$ cat src/rtl/ram_control_seq.sv
// Writable control-word store with a burst sequencer that streams a run of
// consecutive words over valid/ready, absorbing back-pressure in a 2-entry skid buffer.
module ram_control_seq #(
  parameter int DATA_W = 16,
  parameter int ADDR_W = 8
) (
  input  logic              clk_i,
  input  logic              rst_i,
  input  logic              wr_en_i,
  input  logic [ADDR_W-1:0] wr_addr_i,
  input  logic [DATA_W-1:0] wr_data_i,
  input  logic              start_i,
  input  logic [ADDR_W-1:0] start_addr_i,
  input  logic [ADDR_W:0]   count_i,
  input  logic              abort_i,
  output logic              busy_o,
  output logic              done_o,
  output logic              out_valid_o,
  input  logic              out_ready_i,
  output logic [DATA_W-1:0] out_data_o,
  output logic [ADDR_W-1:0] out_addr_o
);

  localparam int DEPTH = 2 ** ADDR_W;

  localparam logic [1:0] S_IDLE  = 2'd0;
  localparam logic [1:0] S_FETCH = 2'd1;
  localparam logic [1:0] S_DRAIN = 2'd2;
  localparam logic [1:0] S_DONE  = 2'd3;

  logic [DATA_W-1:0] mem_q [DEPTH];

  logic [1:0]        state_q, state_d;
  logic [ADDR_W-1:0] rd_ptr_q, rd_ptr_d;
  logic [ADDR_W:0]   remaining_q, remaining_d;
  logic [ADDR_W:0]   pend_q, pend_d;

  logic              rd_valid_q, rd_valid_d;
  logic [ADDR_W-1:0] rd_addr_q, rd_addr_d;
  logic [DATA_W-1:0] rd_data_q;

  logic [1:0]        skid_cnt_q, skid_cnt_d;
  logic [DATA_W-1:0] skid_data0_q, skid_data0_d;
  logic [DATA_W-1:0] skid_data1_q, skid_data1_d;
  logic [ADDR_W-1:0] skid_addr0_q, skid_addr0_d;
  logic [ADDR_W-1:0] skid_addr1_q, skid_addr1_d;

  logic              pop;
  logic              push;
  logic              issue;
  logic              abort_act;
  logic [2:0]        occ_next;

  assign pop       = out_valid_o & out_ready_i;
  assign push      = rd_valid_q;
  assign abort_act = abort_i && (state_q != S_IDLE);

  // Occupancy after this edge if nothing new is issued; a new read lands one edge later.
  assign occ_next = {1'b0, skid_cnt_q} + {2'b00, rd_valid_q} - {2'b00, pop};
  assign issue    = (state_q == S_FETCH) && !abort_i && (occ_next <= 3'd1);

  // Read-first store: the registered read sees the pre-write contents.
  always_ff @(posedge clk_i) begin
    if (wr_en_i && !rst_i) begin
      mem_q[wr_addr_i] <= wr_data_i;
    end
    if (issue) begin
      rd_data_q <= mem_q[rd_ptr_q];
    end
  end

  always_comb begin
    state_d     = state_q;
    rd_ptr_d    = rd_ptr_q;
    remaining_d = remaining_q;
    pend_d      = pend_q;
    rd_valid_d  = issue;
    rd_addr_d   = rd_addr_q;

    if (issue) begin
      rd_addr_d = rd_ptr_q;
    end

    case (state_q)
      S_IDLE: begin
        if (start_i) begin
          if (count_i != '0) begin
            state_d     = S_FETCH;
            rd_ptr_d    = start_addr_i;
            remaining_d = count_i;
            pend_d      = count_i;
          end else begin
            state_d = S_DONE;
          end
        end
      end
      S_FETCH: begin
        if (issue) begin
          rd_ptr_d    = rd_ptr_q + ADDR_W'(1);
          remaining_d = remaining_q - (ADDR_W + 1)'(1);
          if (remaining_q == (ADDR_W + 1)'(1)) begin
            state_d = S_DRAIN;
          end
        end
        if (pop) begin
          pend_d = pend_q - (ADDR_W + 1)'(1);
        end
      end
      S_DRAIN: begin
        if (pop) begin
          pend_d = pend_q - (ADDR_W + 1)'(1);
          if (pend_q == (ADDR_W + 1)'(1)) begin
            state_d = S_DONE;
          end
        end
      end
      default: begin
        state_d = S_IDLE;
      end
    endcase

    if (abort_act) begin
      state_d     = S_IDLE;
      remaining_d = '0;
      pend_d      = '0;
    end
  end

  // Head entry drives the outputs and only moves on a handshake.
  always_comb begin
    skid_cnt_d   = skid_cnt_q;
    skid_data0_d = skid_data0_q;
    skid_data1_d = skid_data1_q;
    skid_addr0_d = skid_addr0_q;
    skid_addr1_d = skid_addr1_q;

    case (skid_cnt_q)
      2'd0: begin
        if (push) begin
          skid_data0_d = rd_data_q;
          skid_addr0_d = rd_addr_q;
          skid_cnt_d   = 2'd1;
        end
      end
      2'd1: begin
        if (pop && push) begin
          skid_data0_d = rd_data_q;
          skid_addr0_d = rd_addr_q;
        end else if (pop) begin
          skid_cnt_d = 2'd0;
        end else if (push) begin
          skid_data1_d = rd_data_q;
          skid_addr1_d = rd_addr_q;
          skid_cnt_d   = 2'd2;
        end
      end
      default: begin
        if (pop) begin
          skid_data0_d = skid_data1_q;
          skid_addr0_d = skid_addr1_q;
          if (push) begin
            skid_data1_d = rd_data_q;
            skid_addr1_d = rd_addr_q;
          end else begin
            skid_cnt_d = 2'd1;
          end
        end
      end
    endcase

    if (abort_act) begin
      skid_cnt_d = 2'd0;
    end
  end

  always_ff @(posedge clk_i) begin
    if (rst_i) begin
      state_q      <= S_IDLE;
      rd_ptr_q     <= '0;
      remaining_q  <= '0;
      pend_q       <= '0;
      rd_valid_q   <= 1'b0;
      rd_addr_q    <= '0;
      skid_cnt_q   <= 2'd0;
      skid_data0_q <= '0;
      skid_data1_q <= '0;
      skid_addr0_q <= '0;
      skid_addr1_q <= '0;
    end else begin
      state_q      <= state_d;
      rd_ptr_q     <= rd_ptr_d;
      remaining_q  <= remaining_d;
      pend_q       <= pend_d;
      rd_valid_q   <= rd_valid_d;
      rd_addr_q    <= rd_addr_d;
      skid_cnt_q   <= skid_cnt_d;
      skid_data0_q <= skid_data0_d;
      skid_data1_q <= skid_data1_d;
      skid_addr0_q <= skid_addr0_d;
      skid_addr1_q <= skid_addr1_d;
    end
  end

  assign busy_o      = (state_q == S_FETCH) || (state_q == S_DRAIN);
  assign done_o      = (state_q == S_DONE);
  assign out_valid_o = (skid_cnt_q != 2'd0);
  assign out_data_o  = skid_data0_q;
  assign out_addr_o  = skid_addr0_q;

endmodule
$ cat config.mk
export PLATFORM = sky130hd
export DESIGN_NAME = ram_control_seq
export DESIGN_NICKNAME = d
export VERILOG_FILES = /design/src/rtl/ram_control_seq.sv
export SDC_FILE = /design/constraint.sdc
export NUM_CORES = 2
export LEC_CHECK = 0
export CAP_MARGIN = 25
export CELL_PAD_IN_SITES_DETAIL_PLACEMENT = 0
export CELL_PAD_IN_SITES_GLOBAL_PLACEMENT = 1
export CORE_MARGIN = 4
export CORE_UTILIZATION = 35
export DETAILED_ROUTE_END_ITERATION = 6
export PLACE_DENSITY_LB_ADDON = 0.1
export SYNTH_ARGS = -nofsm -noshare
export SYNTH_HDL_FRONTEND = slang
export SYNTH_SLANG_ARGS = --single-unit
$ cat constraint.sdc
create_clock -name clk_i -period 8.3 [get_ports clk_i]
set_input_delay 1.245 -clock clk_i [delete_from_list [all_inputs] [get_ports clk_i]]
set_output_delay 1.245 -clock clk_i [all_outputs]
set_load 0.01 [all_outputs]
==> impl_metrics.yaml <==
outcome:
  status: "complete, no violations"
global_routing:
  grt_max_degree: 149
  grt_pass1_vias: 83400
  gr-total-overflow: 0
  grt_usage_pct: 23.08
  antenna_found_initial: 45
  grt_pass1_wl_um: 755500
detailed_routing:
  drt-pass1-iter-count: 6
  drt_iter0_drc: 9906
  ant_nets: 0
  vias_per_cell: 5.656
  dr_wl_met2_um: 263000
  wl_um: 562000
  routed.top_layer: "met5"
  route.layer.met1.wl_um: 246900
  vias: 83780
  route.met3.wl_um: 38440
  wire_per_inst_um: 37.94
  drcViolationCount: 0
synth:
  syn_area_per_cell_um2: 21.23
  synth-seq-cells: 4199
  synth_area_um2: 162800
  yosysSeqAreaShare_pct: 76.91
  async_flop_share_pct: 0
  synth_top_flop_cell: "edfxtp_1"
  synth-edff-count: 4112
  synth_fp_nets: 7729
  netlist_instances: 7670
  synth_cell_types: 86
  ys_warn_count: 0
timing:
  slew_headroom_pct: 2.863
  grt_setup_unrepaired: "false"
  finalHoldViolCount: 0
  tightest_slew_ns: 1.457
  period_needed_ns: 5.345
  timing.fmax_mhz: 187.1
  finalSetupTns_ns: 0
  min_period_over_period_pct: 64.40
  finClkSkew_ns: 0.04737
  setup-violations-final: 0
  slew_violations: 0
clock_tree:
  cts_htree_levels: 5
  clock_latency_ns: 1.04
  cts_resized: 0
  ctsHoldBuffers: 0
  clk_pin_slew_worst_paths_ns: 0.06
  cts_made_buffers: 455
  clkSinkCount: 4199
  cts_max_path_buffers: 4
  cts_tree: "built"
  cts-root-buf: "clkbuf_16"
  postCtsSetupBuffers: 0
worst_hold_path:
  worstHoldStart: "pend_q[3]"
  hp-class: "flop to flop"
final_layout:
  final_nets: 8289
  final_cell_mix: "edfxtp_1, mux4_2, clkbuf_16"
  area_delta_synth_final_pct: 15.98
  fin_cells: 14810
  layout-drive-gt1-share_pct: 26.79
  final_common_cell: "edfxtp_1"
setup_path:
  slowest_delay_ns: 1.09
  crit_required_ns: 9.14
  path_class: "flop to flop"
  start_kind: "flop"
  critPathMaxFanout: 59
  critPathLaunch: "rd_ptr_q[0]"
  path_delay_family: "compound AO/OA/AOI/OAI gates"
  r2r_start: "rd_ptr_q[0]"
  crit_buf_inv: 3
  crit_slowest_cell: "a221oi_1"
  path_cells: "buf_12 > buf_4 > mux4_2 > o22a_1 > o221ai_1 > a221oi_1 > nor4_1 > buf_2 > o32ai_1"
  critPathArrivalTime_ns: 6.18
  cp-end-kind: "flop"
floorplanning:
  die_y_um: 690.0
  design.die.area_um2: 476200
  rows: 250
  start_util_pct: 35.12
  die_w_um: 690.0
  ios: 74
  core_region_area_um2: 463600
place:
  gp_congestion: 0.8253
  placed_cells: 13900
  hpwl_um: 349600
  io_buffers: 73
job:
  max-cap-violations: 0
pwr:
  power_density_nw_per_um2: 320.3
  p_leak_nw: 57.52
  ir_drop_mv: 0.2075
-- synth_stat cells, drive strengths merged, types with 19 or more instances --
master | instances | area share, %
a31oi | 27 | 0.10
nor3 | 19 | 0.061
mux4 | 868 | 12
a22o | 51 | 0.27
o221ai | 83 | 0.45
a211oi | 77 | 0.36
a221oi | 93 | 0.57
inv | 24 | 0.055
buf | 309 | 1.6
nor2 | 362 | 0.83
nand3 | 58 | 0.18
clkbuf | 164 | 0.38
a21oi | 183 | 0.56
nand2 | 152 | 0.35
o22ai | 45 | 0.17
o21ai | 74 | 0.23
mux2i | 445 | 2.7
nor2b | 31 | 0.12
a22oi | 162 | 0.75
dfxtp | 87 | 1.1
edfxtp | 4112 | 76
nand4 | 25 | 0.096
-- path summary, 6_finish.rpt --
path | cells past startpoint | endpoint | slack, ns
worst max-delay path | 9 | rd_data_q[5] | 2.95
worst min-delay path | 2 | pend_q[3] | 0.49
worst max register to register | 9 | rd_data_q[5] | 2.95
worst min register to register | 2 | pend_q[3] | 0.49
-- logic make-up (layout without fill, tap and decap cells) --
| logic type | Yosys count | after routing | share of synthesized area, % |
|---|---|---|---|
| flip-flops | 4199 | 4199 | 76.91 |
| XOR/XNOR | 1 | 1 | 0.005380 |
| multiplexers | 1327 | 1327 | 14.90 |
| AO/OA/AOI/OAI | 909 | 909 | 4.074 |
| other | 0 | 25 | 0 |
| adder cells (fa/ha/maj) | 12 | 12 | 0.09683 |
| buffers and inverters | 498 | 1442 | 2.034 |
| AND/OR/NAND/NOR | 724 | 724 | 1.979 |
-- report_power, final --
group          switching, mW  internal (mW)  total, mW  leakage (nW)
Clock                   8.57           11.2       19.8          7.06
Sequential             0.354           23.4       23.8          37.7
Combinational           11.1           5.84       16.9          12.8
-- metrics by stage --
stage / setup WS, ns / hold WS [ns] / util, % / power (mW) / cell area, µm²
2_1_floorplan: 4.275 / 0.4620 / - / 33.38 / 162800
3_3_place_gp: 2.688 / 0.4745 / 37.10 / 41.21 / 172000
3_5_place_dp: 2.954 / 0.4837 / 37.46 / 41.28 / 173700
4_1_cts: 3.007 / 0.4977 / 40.57 / 61.09 / 188100
5_1_grt: 2.883 / 0.5248 / 40.72 / 62.36 / 188800
6_report: 2.955 / 0.4901 / 40.74 / 60.49 / 188800
-- routing by layer --
metal / GRT usage [%] / vias up
li1: - / 33570
met4: 5.270 / 2
met2: 36.56 / 3122
met1: 33.18 / 46510
met3: 4.273 / 580
met5: 0 / -
-- registers in the layout (all words and copies together) (netlist names) --
name          flops
mem_q          4096
state_q           2
pend_q            9
skid_cnt_q        2
push              1
rd_addr_q         8
out_addr_o        8
remaining_q       9
rd_data_q        16
skid_data1_q     16
out_data_o       16
skid_addr1_q      8
rd_ptr_q          8
-- layout make-up --
type                       instances  area, µm²
antenna                           25      62.56
clock buffer                     543      11780
clock inverter                   298       2611
fill                           40930     274700
inverter                          25      103.9
multi-input combinational       2973      35050
sequential                      4199     125200
tap                             6174       7725
timing repair buffer             576       6254
-- worst min-delay path, stage by stage, from the launching register on --
cell	delay [ns]
dfxtp_1	0.32
o21ai_0	0.07
a21oi_1	0.06
Note: power is estimated with default switching activity, not from simulation.
